[config.mk]
export PLATFORM = sky130hd
export DESIGN_NAME = pipelined_adder_nbit
export DESIGN_NICKNAME = d
export VERILOG_FILES = /design/src/rtl/adder_pkg.sv /design/src/rtl/full_adder_nbit.sv /design/src/rtl/pipelined_adder_nbit.sv
export SDC_FILE = /design/constraint.sdc
export NUM_CORES = 1
export LEC_CHECK = 0
export BUFFER_PORTS_ARGS = -buffer_cell sky130_fd_sc_hd__buf_2
export CORE_ASPECT_RATIO = 0.5
export CORE_MARGIN = 2
export CORE_UTILIZATION = 52
export DETAILED_ROUTE_END_ITERATION = 12
export PLACE_DENSITY = 0.78
export SLEW_MARGIN = 20
export SYNTH_ARGS = -nofsm -noshare
export SYNTH_HDL_FRONTEND = slang
export SYNTH_HIERARCHICAL = 1
export SYNTH_SLANG_ARGS = --single-unit
[constraint.sdc]
create_clock -name i_clk -period 3 [get_ports i_clk]
set_clock_uncertainty 0.2 [all_clocks]
set_input_delay 0.6 -clock i_clk [delete_from_list [all_inputs] [get_ports i_clk]]
set_output_delay 0.6 -clock i_clk [all_outputs]
set_load 0.05 [all_outputs]
[src/rtl/adder_pkg.sv]
// adder_pkg: shared widths, op encoding and per-stage payload for pipelined_adder_nbit
`ifndef ADDER_N
`define ADDER_N 32
`endif
`ifndef ADDER_TAG_W
`define ADDER_TAG_W 4
`endif
package adder_pkg;
   localparam int ADDER_N = `ADDER_N;
   localparam int ADDER_TAG_W = `ADDER_TAG_W;
   localparam logic OP_ADD = 1'b0;
   localparam logic OP_SUB = 1'b1;
   function automatic int seg_w(input int n, input int stages);
      return (stages < 1) ? 0 : n / stages;
   endfunction
   typedef struct packed {
      logic [ADDER_N-1:0] a;
      logic [ADDER_N-1:0] b;
      logic [ADDER_N-1:0] sum;
      logic carry;
      logic sub;
      logic [ADDER_TAG_W-1:0] tag;
   } stage_t;
endpackage

[src/rtl/full_adder_nbit.sv]
// full_adder_nbit: N-bit ripple adder with carry-in and carry-out
module full_adder_nbit #(
   parameter int N = 8
) (
   input  logic [N-1:0] i_a,
   input  logic [N-1:0] i_b,
   input  logic         i_carry,
   output logic [N-1:0] o_sum,
   output logic         o_carry
);
   assign {o_carry, o_sum} = {1'b0, i_a} + {1'b0, i_b} + {{N{1'b0}}, i_carry};
endmodule

[src/rtl/pipelined_adder_nbit.sv]
// pipelined_adder_nbit: carry-segmented add/sub pipeline with valid/ready; ADDER_FLAGS_EN adds o_zero/o_negative
module pipelined_adder_nbit
   import adder_pkg::*;
#(
   parameter int N = ADDER_N,
   parameter int STAGES = 4,
   parameter int TAG_W = ADDER_TAG_W
) (
   input  logic             i_clk,
   input  logic             i_reset,
   input  logic             i_valid,
   output logic             o_ready,
   input  logic [N-1:0]     i_a,
   input  logic [N-1:0]     i_b,
   input  logic             i_carry,
   input  logic             i_sub,
   input  logic [TAG_W-1:0] i_tag,
   output logic             o_valid,
   input  logic             i_ready,
   output logic [N-1:0]     o_sum,
   output logic             o_carry,
   output logic             o_overflow,
   output logic [TAG_W-1:0] o_tag
`ifdef ADDER_FLAGS_EN
   ,
   output logic             o_zero,
   output logic             o_negative
`endif
);
   localparam int SEG_W = seg_w(N, STAGES);
   if (STAGES < 1 || STAGES > N || N % STAGES != 0 || N != ADDER_N || TAG_W != ADDER_TAG_W) begin : g_bad_cfg
      $error("pipelined_adder_nbit: illegal N/STAGES/TAG_W combination");
   end
   stage_t pipe_q [STAGES];
   stage_t pipe_d [STAGES];
   stage_t src [STAGES];
   logic [STAGES-1:0] v_q, v_d, adv;
   logic [SEG_W-1:0] seg_sum [STAGES];
   logic [STAGES-1:0] seg_co;
   logic unused_last;
   // Payload entering each stage: the new operation for stage 0, the previous register otherwise
   always_comb begin
      src[0] = '0;
      src[0].a = i_a;
      src[0].b = (i_sub == OP_ADD) ? i_b : ~i_b;
      src[0].carry = (i_sub == OP_SUB) ? 1'b1 : i_carry;
      src[0].sub = i_sub;
      src[0].tag = i_tag;
      for (int k = 1; k < STAGES; k++) src[k] = pipe_q[k-1];
   end
   for (genvar g = 0; g < STAGES; g++) begin : g_seg
      full_adder_nbit #(.N(SEG_W)) u_fa (
         .i_a(src[g].a[g*SEG_W +: SEG_W]),
         .i_b(src[g].b[g*SEG_W +: SEG_W]),
         .i_carry(src[g].carry),
         .o_sum(seg_sum[g]),
         .o_carry(seg_co[g])
      );
   end
   // Backpressure chain from the output back to the input, then next state of every stage
   always_comb begin
      adv[STAGES-1] = !v_q[STAGES-1] || i_ready;
      for (int k = STAGES - 2; k >= 0; k--) adv[k] = !v_q[k] || adv[k+1];
      v_d[0] = adv[0] ? i_valid : v_q[0];
      for (int k = 1; k < STAGES; k++) v_d[k] = adv[k] ? v_q[k-1] : v_q[k];
      for (int k = 0; k < STAGES; k++) begin
         pipe_d[k] = adv[k] ? src[k] : pipe_q[k];
         if (adv[k]) begin
            pipe_d[k].sum[k*SEG_W +: SEG_W] = seg_sum[k];
            pipe_d[k].carry = seg_co[k];
         end
      end
   end
   // Stage registers; reset drops everything in flight
   always_ff @(posedge i_clk) begin
      if (i_reset) begin
         v_q <= '0;
         for (int k = 0; k < STAGES; k++) pipe_q[k] <= '0;
      end else begin
         v_q <= v_d;
         pipe_q <= pipe_d;
      end
   end
   assign o_ready = adv[0];
   assign o_valid = v_q[STAGES-1];
   assign o_sum = pipe_q[STAGES-1].sum;
   assign o_carry = pipe_q[STAGES-1].carry;
   assign o_tag = pipe_q[STAGES-1].tag;
   assign o_overflow = (pipe_q[STAGES-1].a[N-1] == pipe_q[STAGES-1].b[N-1]) &&
                       (pipe_q[STAGES-1].sum[N-1] != pipe_q[STAGES-1].a[N-1]);
   assign unused_last = ^pipe_q[STAGES-1];
`ifdef ADDER_FLAGS_EN
   logic zero_q, zero_d, negative_q, negative_d;
   // Flags are only raised for a valid result and load with it, so they hold under stall
   always_comb begin
      zero_d = v_d[STAGES-1] && (pipe_d[STAGES-1].sum == '0);
      negative_d = v_d[STAGES-1] && pipe_d[STAGES-1].sum[N-1];
   end
   // Flag registers alongside the final stage
   always_ff @(posedge i_clk) begin
      if (i_reset) begin
         zero_q <= 1'b0;
         negative_q <= 1'b0;
      end else begin
         zero_q <= zero_d;
         negative_q <= negative_d;
      end
   end
   assign o_zero = zero_q;
   assign o_negative = negative_q;
`endif
endmodule
# After elaboration in Yosys (flattened, before gate mapping)
# Index checks and enable logic that the tools add are counted.
# classes
bitwise_logic,1
n_addsub,8
n_reduce_logical,9
mux,9
n_eq_ne,2
# op_table
cell,n
8-bit by 8-bit adder with 9-bit output,4
9-bit by 1-bit adder with 9-bit output,4
32-bit 2-to-1 mux,1
32-bit inverter,1
8-bit 2-to-1 mux,3
9-bit 2-to-1 mux,1
1-bit zero test,4
1-bit logical OR,4
1-bit 2-to-1 mux,4
1-bit equality test,1
1-bit logical AND,1
1-bit != test,1
# totals
wordCells,56
output_inout_bits,40
reg_bits,360

# Depth between registers and ports, before layout
# depth
ltp_word,6
depth_mapped,10
ltp_nobuf,8

# Cells and area by module
# The synthesis kept the hierarchy.
# modules_own_cells
mod,area_per_inst_um2,n_inst,seq_area_each_um2,cells_per_inst
pipelined_adder_nbit,7718.7,1,4043.9,937
full_adder_nbit (g_seg[0].u_fa ...),331.6,3,0.0,40
full_adder_nbit (g_seg[2].u_fa),331.6,1,0.0,42

# Worst setup path after synthesis
# Ideal clock, no wire load.
# synth_timing
kind,input to register
from,in i_sub
to,reg pipe_q[318] in the netlist's numbering
t_required_ps,2730
path_slack_ps,44
t_arrival_ps,2685
path_stages,10
path_cell_list,buf_2 > buf_2 > or2_2 > fa_1 > fa_1 > a21oi_1 > o21a_1 > xnor2_1 > o21ai_0 > a21oi_1
# synth_rtl
element,line,text
from (decl),pipelined_adder_nbit.sv:16,"input logic i_sub,"
to (signal assigned),pipelined_adder_nbit.sv:81,pipe_q <= pipe_d;
to (decl),pipelined_adder_nbit.sv:34,stage_t pipe_q [STAGES];

# Worst setup path after layout
# layout_timing
from,reg v_q[3]
to,out o_ready
# layout_via
elab_chain_cells,5
# layout_rtl
element,line,text
from (decl),pipelined_adder_nbit.sv:37,"logic [STAGES-1:0] v_q, v_d, adv;"
from (signal assigned),pipelined_adder_nbit.sv:80,v_q <= v_d;
1-bit zero test,pipelined_adder_nbit.sv:62,adv[STAGES-1] = !v_q[STAGES-1] || i_ready;
1-bit logical OR,pipelined_adder_nbit.sv:62,
1-bit logical OR (3 in series),pipelined_adder_nbit.sv:63,for (int k = STAGES - 2; k >= 0; k--) adv[k] = !v_q[k] || adv[k+1];
to (decl),pipelined_adder_nbit.sv:12,"output logic o_ready,"
# Every way passes these cells.

==> flow_metrics.py <==
metrics = {
    "sta": {
        "hold_viol": 0,
        "slew_violations": 0,
        "finalWorstPathRequiredPeriod_ps": 2469,
        "postLayoutSetupSlackWorst_ps": 531.4,
        "finalSetupViolations": 0,
        "max_slew_margin": 0.5483,
        "rsz0062_at_grt": "no",
        "fin_tns_setup_ps": 0,
        "fin_crit_sh": 0.8229,
        "fmaxAchievable_ghz": 0.4051,
        "tightest_slew_ps": 677.6,
    },
    "die": {
        "placement_rows": 34,
        "floorplan.initialDensity": 0.5263,
        "die_x_um": 190.5,
        "fp.dieArea_um2": 18530,
        "placeableCoreArea_um2": 17190,
        "die-height_um": 97.26,
        "io_pins": 114,
    },
    "power_and_ir_drop": {
        "power.leakage_nw": 4.016,
        "power_density_nw_per_um2": 601.6,
        "vdd_drop_max_mv": 0.4773,
    },
    "worst_setup_path": {
        "path_max_fanout": 7,
        "crit_arrival_ps": 1670,
        "critical_path_class": "flop to primary output",
        "worst_setup_path_end_kind": "primary output",
        "worst-r2r-setup-slack_ps": 620,
        "cp-start-kind": "flop",
        "cp.required_ps": 2200,
    },
    "route": {
        "number_of_design_rule_violations_left_after_detail_routing": 0,
        "routed_wire_length_per_instance_um": 15.76,
        "drt_first_iter_violations": 606,
        "postRouteAntennaNets": 0,
        "postRouteWirelength_um": 21900,
        "top_layer_used": "met4",
        "dr_total_vias": 7602,
        "drt-met1-wl_um": 11570,
        "routed-wl-met3_um": 1173,
        "initial_drt_pass_iterations": 5,
        "vias_per_cell": 5.469,
        "met2_wirelength_um": 8903,
    },
    "synth": {
        "synth-async-reset-ratio": 0,
        "synth_seq_area_share": 0.4471,
        "mappedNetlistArea_um2": 9045,
        "yosys_warning_count": 6,
        "postSynthRegisterBits": 202,
        "synth-main-ff-cell": "sky130_fd_sc_hd__dfxtp_1",
        "syn_inst": 1099,
        "synth.avg_cell_area_um2": 8.230,
        "post_synthesis_net_count": 1209,
        "synth_cell_types": 42,
        "number_of_synthesized_flops_with_an_enable_pin": 0,
    },
    "clock_network": {
        "post_cts.repair.setup_buffers": 0,
        "clk_root_buffer_cell": "sky130_fd_sc_hd__clkbuf_16",
        "clkSlewWorstSetupHoldPaths_ps": 60,
        "post_cts_resize_count": 0,
        "htree_levels": 1,
        "cts_tree": "done",
        "cts.sinks": 202,
        "clk_latency_ps": 490,
        "cts-hold-fix-buffers": 0,
        "cts_max_path_buffers": 3,
        "numCtsBuffers": 19,
    },
    "finish": {
        "final_layout_size_suffix_gt1_frac": 0.1730,
        "most_common_cell_after_layout_fill_and_taps_aside": "sky130_fd_sc_hd__nand2_1",
        "antenna_diode_instance_count": 0,
        "register_area_um2": 4044,
        "nNetsFinal": 1254,
        "commonest_non_fill_non_tap_cells_in_the_layout": "285 x sky130_fd_sc_hd__nand2_1, 202 x sky130_fd_sc_hd__dfxtp_1, 193 x sky130_fd_sc_hd__a21oi_1",
        "syn_to_final_growth_pct": 12.05,
        "fillerInstances": 1539,
        "multi_input_comb_area_um2": 4327,
        "non_filler_cells_in_the_finished_layout": 1390,
    },
    "global_route": {
        "vias_in_the_first_global_route": 7012,
        "grt_max_degree": 91,
        "initial_antenna_violation_count": 0,
        "globalRoute.totalOverflow": 0,
        "track_usage": 0.2340,
        "grt_pass1_wl_um": 35410,
    },
    "flow_run": {
        "cap_violations": 0,
    },
    "placement": {
        "dp_cells": 1357,
        "place_ws_ps": 137.4,
        "place.gp.congestion": 0.8732,
        "hpwlAfterDp_um": 15260,
        "numPortBuffers": 113,
    },
    "status": {
        "run_status": "finished, final reports clean",
    },
    "worst_hold_path": {
        "timing.hold.worst.class": "input pin to flop",
    },
}
==> layout make-up <==
class | count | share of cell area
tap | 234 | 0.02889
clock buffer | 27 | 0.05481
multi-input combinational | 770 | 0.4269
sequential | 202 | 0.3990
inverter | 14 | 0.005185
clock inverter | 6 | 0.006049
timing repair buffer | 137 | 0.07914
==> path summary, 6_finish.rpt <==
kind	cells past startpoint	end	start
worst min-delay path	3	pipe_q[396]$_SDFFE_PP0P_	i_a[20]
worst max-delay path	3	o_ready	v_q[3]$_SDFFE_PP0P_
worst max register to register	8	pipe_q[130]$_SDFFE_PP0P_	pipe_q[290]$_SDFFE_PP0P_
worst min register to register	2	o_tag[1]$_SDFFE_PP0P_	o_tag[1]$_SDFFE_PP0P_
==> worst max-delay path: stages (launching register included) <==
cell	delay, ps
sky130_fd_sc_hd__dfxtp_1	470
sky130_fd_sc_hd__and4b_2	340
sky130_fd_sc_hd__nand2_2	120
sky130_fd_sc_hd__buf_2	240
==> metal layers <==
layer  GRT usage  vias to the layer above
met4     0.04055                        0
met5           0                        -
met2      0.3281                      214
met1      0.3765                     3583
met3     0.03575                       24
li1            -                     3781
==> report_power, final <==
| part | leakage (nW) | total, mW | internal [mW] | switching, mW |
|---|---|---|---|---|
| Combinational | 2.05 | 0.754 | 0.297 | 0.456 |
| Sequential | 1.66 | 2.96 | 2.85 | 0.111 |
| Clock | 0.304 | 2.38 | 1.38 | 1.00 |
| Total | 4.02 | 6.10 | 4.53 | 1.57 |
==> sequential cells by signal, summed over array words and instances, names as in the netlist <==
name	cells
pipe_q	161
o_sum	32
o_tag	4
v_q	4
o_carry	1
==> logic make-up after synthesis <==
kind of cell             synth area share
AO/OA/AOI/OAI                      0.1923
XOR/XNOR                          0.04648
adder cells (fa/ha/maj)           0.05644
buffers and inverters             0.07498
flip-flops                         0.4471
multiplexers                     0.001107
AND/OR/NAND/NOR                    0.1816
==> Yosys cell counts, types with 2 or more instances <==
library cell	instances	share of area
sky130_fd_sc_hd__a211oi_1	6	0.0050
sky130_fd_sc_hd__a211oi_2	18	0.025
sky130_fd_sc_hd__a21o_1	8	0.0066
sky130_fd_sc_hd__a21oi_1	193	0.11
sky130_fd_sc_hd__a21oi_2	3	0.0029
sky130_fd_sc_hd__a311o_1	8	0.0089
sky130_fd_sc_hd__buf_1	2	0.00083
sky130_fd_sc_hd__buf_2	32	0.018
sky130_fd_sc_hd__buf_4	38	0.032
sky130_fd_sc_hd__buf_6	2	0.0025
sky130_fd_sc_hd__clkbuf_1	38	0.016
sky130_fd_sc_hd__dfxtp_1	202	0.45
sky130_fd_sc_hd__fa_1	8	0.018
sky130_fd_sc_hd__ha_1	28	0.039
sky130_fd_sc_hd__inv_1	9	0.0037
sky130_fd_sc_hd__inv_2	5	0.0021
sky130_fd_sc_hd__nand2_1	285	0.12
sky130_fd_sc_hd__nand2b_1	4	0.0028
sky130_fd_sc_hd__nand3_1	45	0.025
sky130_fd_sc_hd__nand3b_1	4	0.0033
sky130_fd_sc_hd__nand4_1	3	0.0021
sky130_fd_sc_hd__nor2_1	7	0.0029
sky130_fd_sc_hd__nor2b_1	6	0.0042
sky130_fd_sc_hd__nor3_1	29	0.016
sky130_fd_sc_hd__nor4_1	4	0.0028
sky130_fd_sc_hd__o211ai_1	3	0.0025
sky130_fd_sc_hd__o21a_1	3	0.0025
sky130_fd_sc_hd__o21ai_0	41	0.023
sky130_fd_sc_hd__o21bai_1	4	0.0033
sky130_fd_sc_hd__o221a_2	3	0.0037
sky130_fd_sc_hd__xnor2_1	32	0.031
sky130_fd_sc_hd__xor2_1	16	0.015
==> through the flow <==
stage	total power, mW	utilization	hold WS [ps]	instance area (um2)
final	6.097	0.5897	173.8	10130
after global routing	6.322	0.5897	188.5	10130
after CTS	6.118	0.5897	161.6	10130
after detailed placement	3.755	0.5538	241.9	9518
after global placement	3.734	0.5538	236.2	9518
after floorplan	3.543	-	232.1	9045
Note: power is estimated with default switching activity, not from simulation.
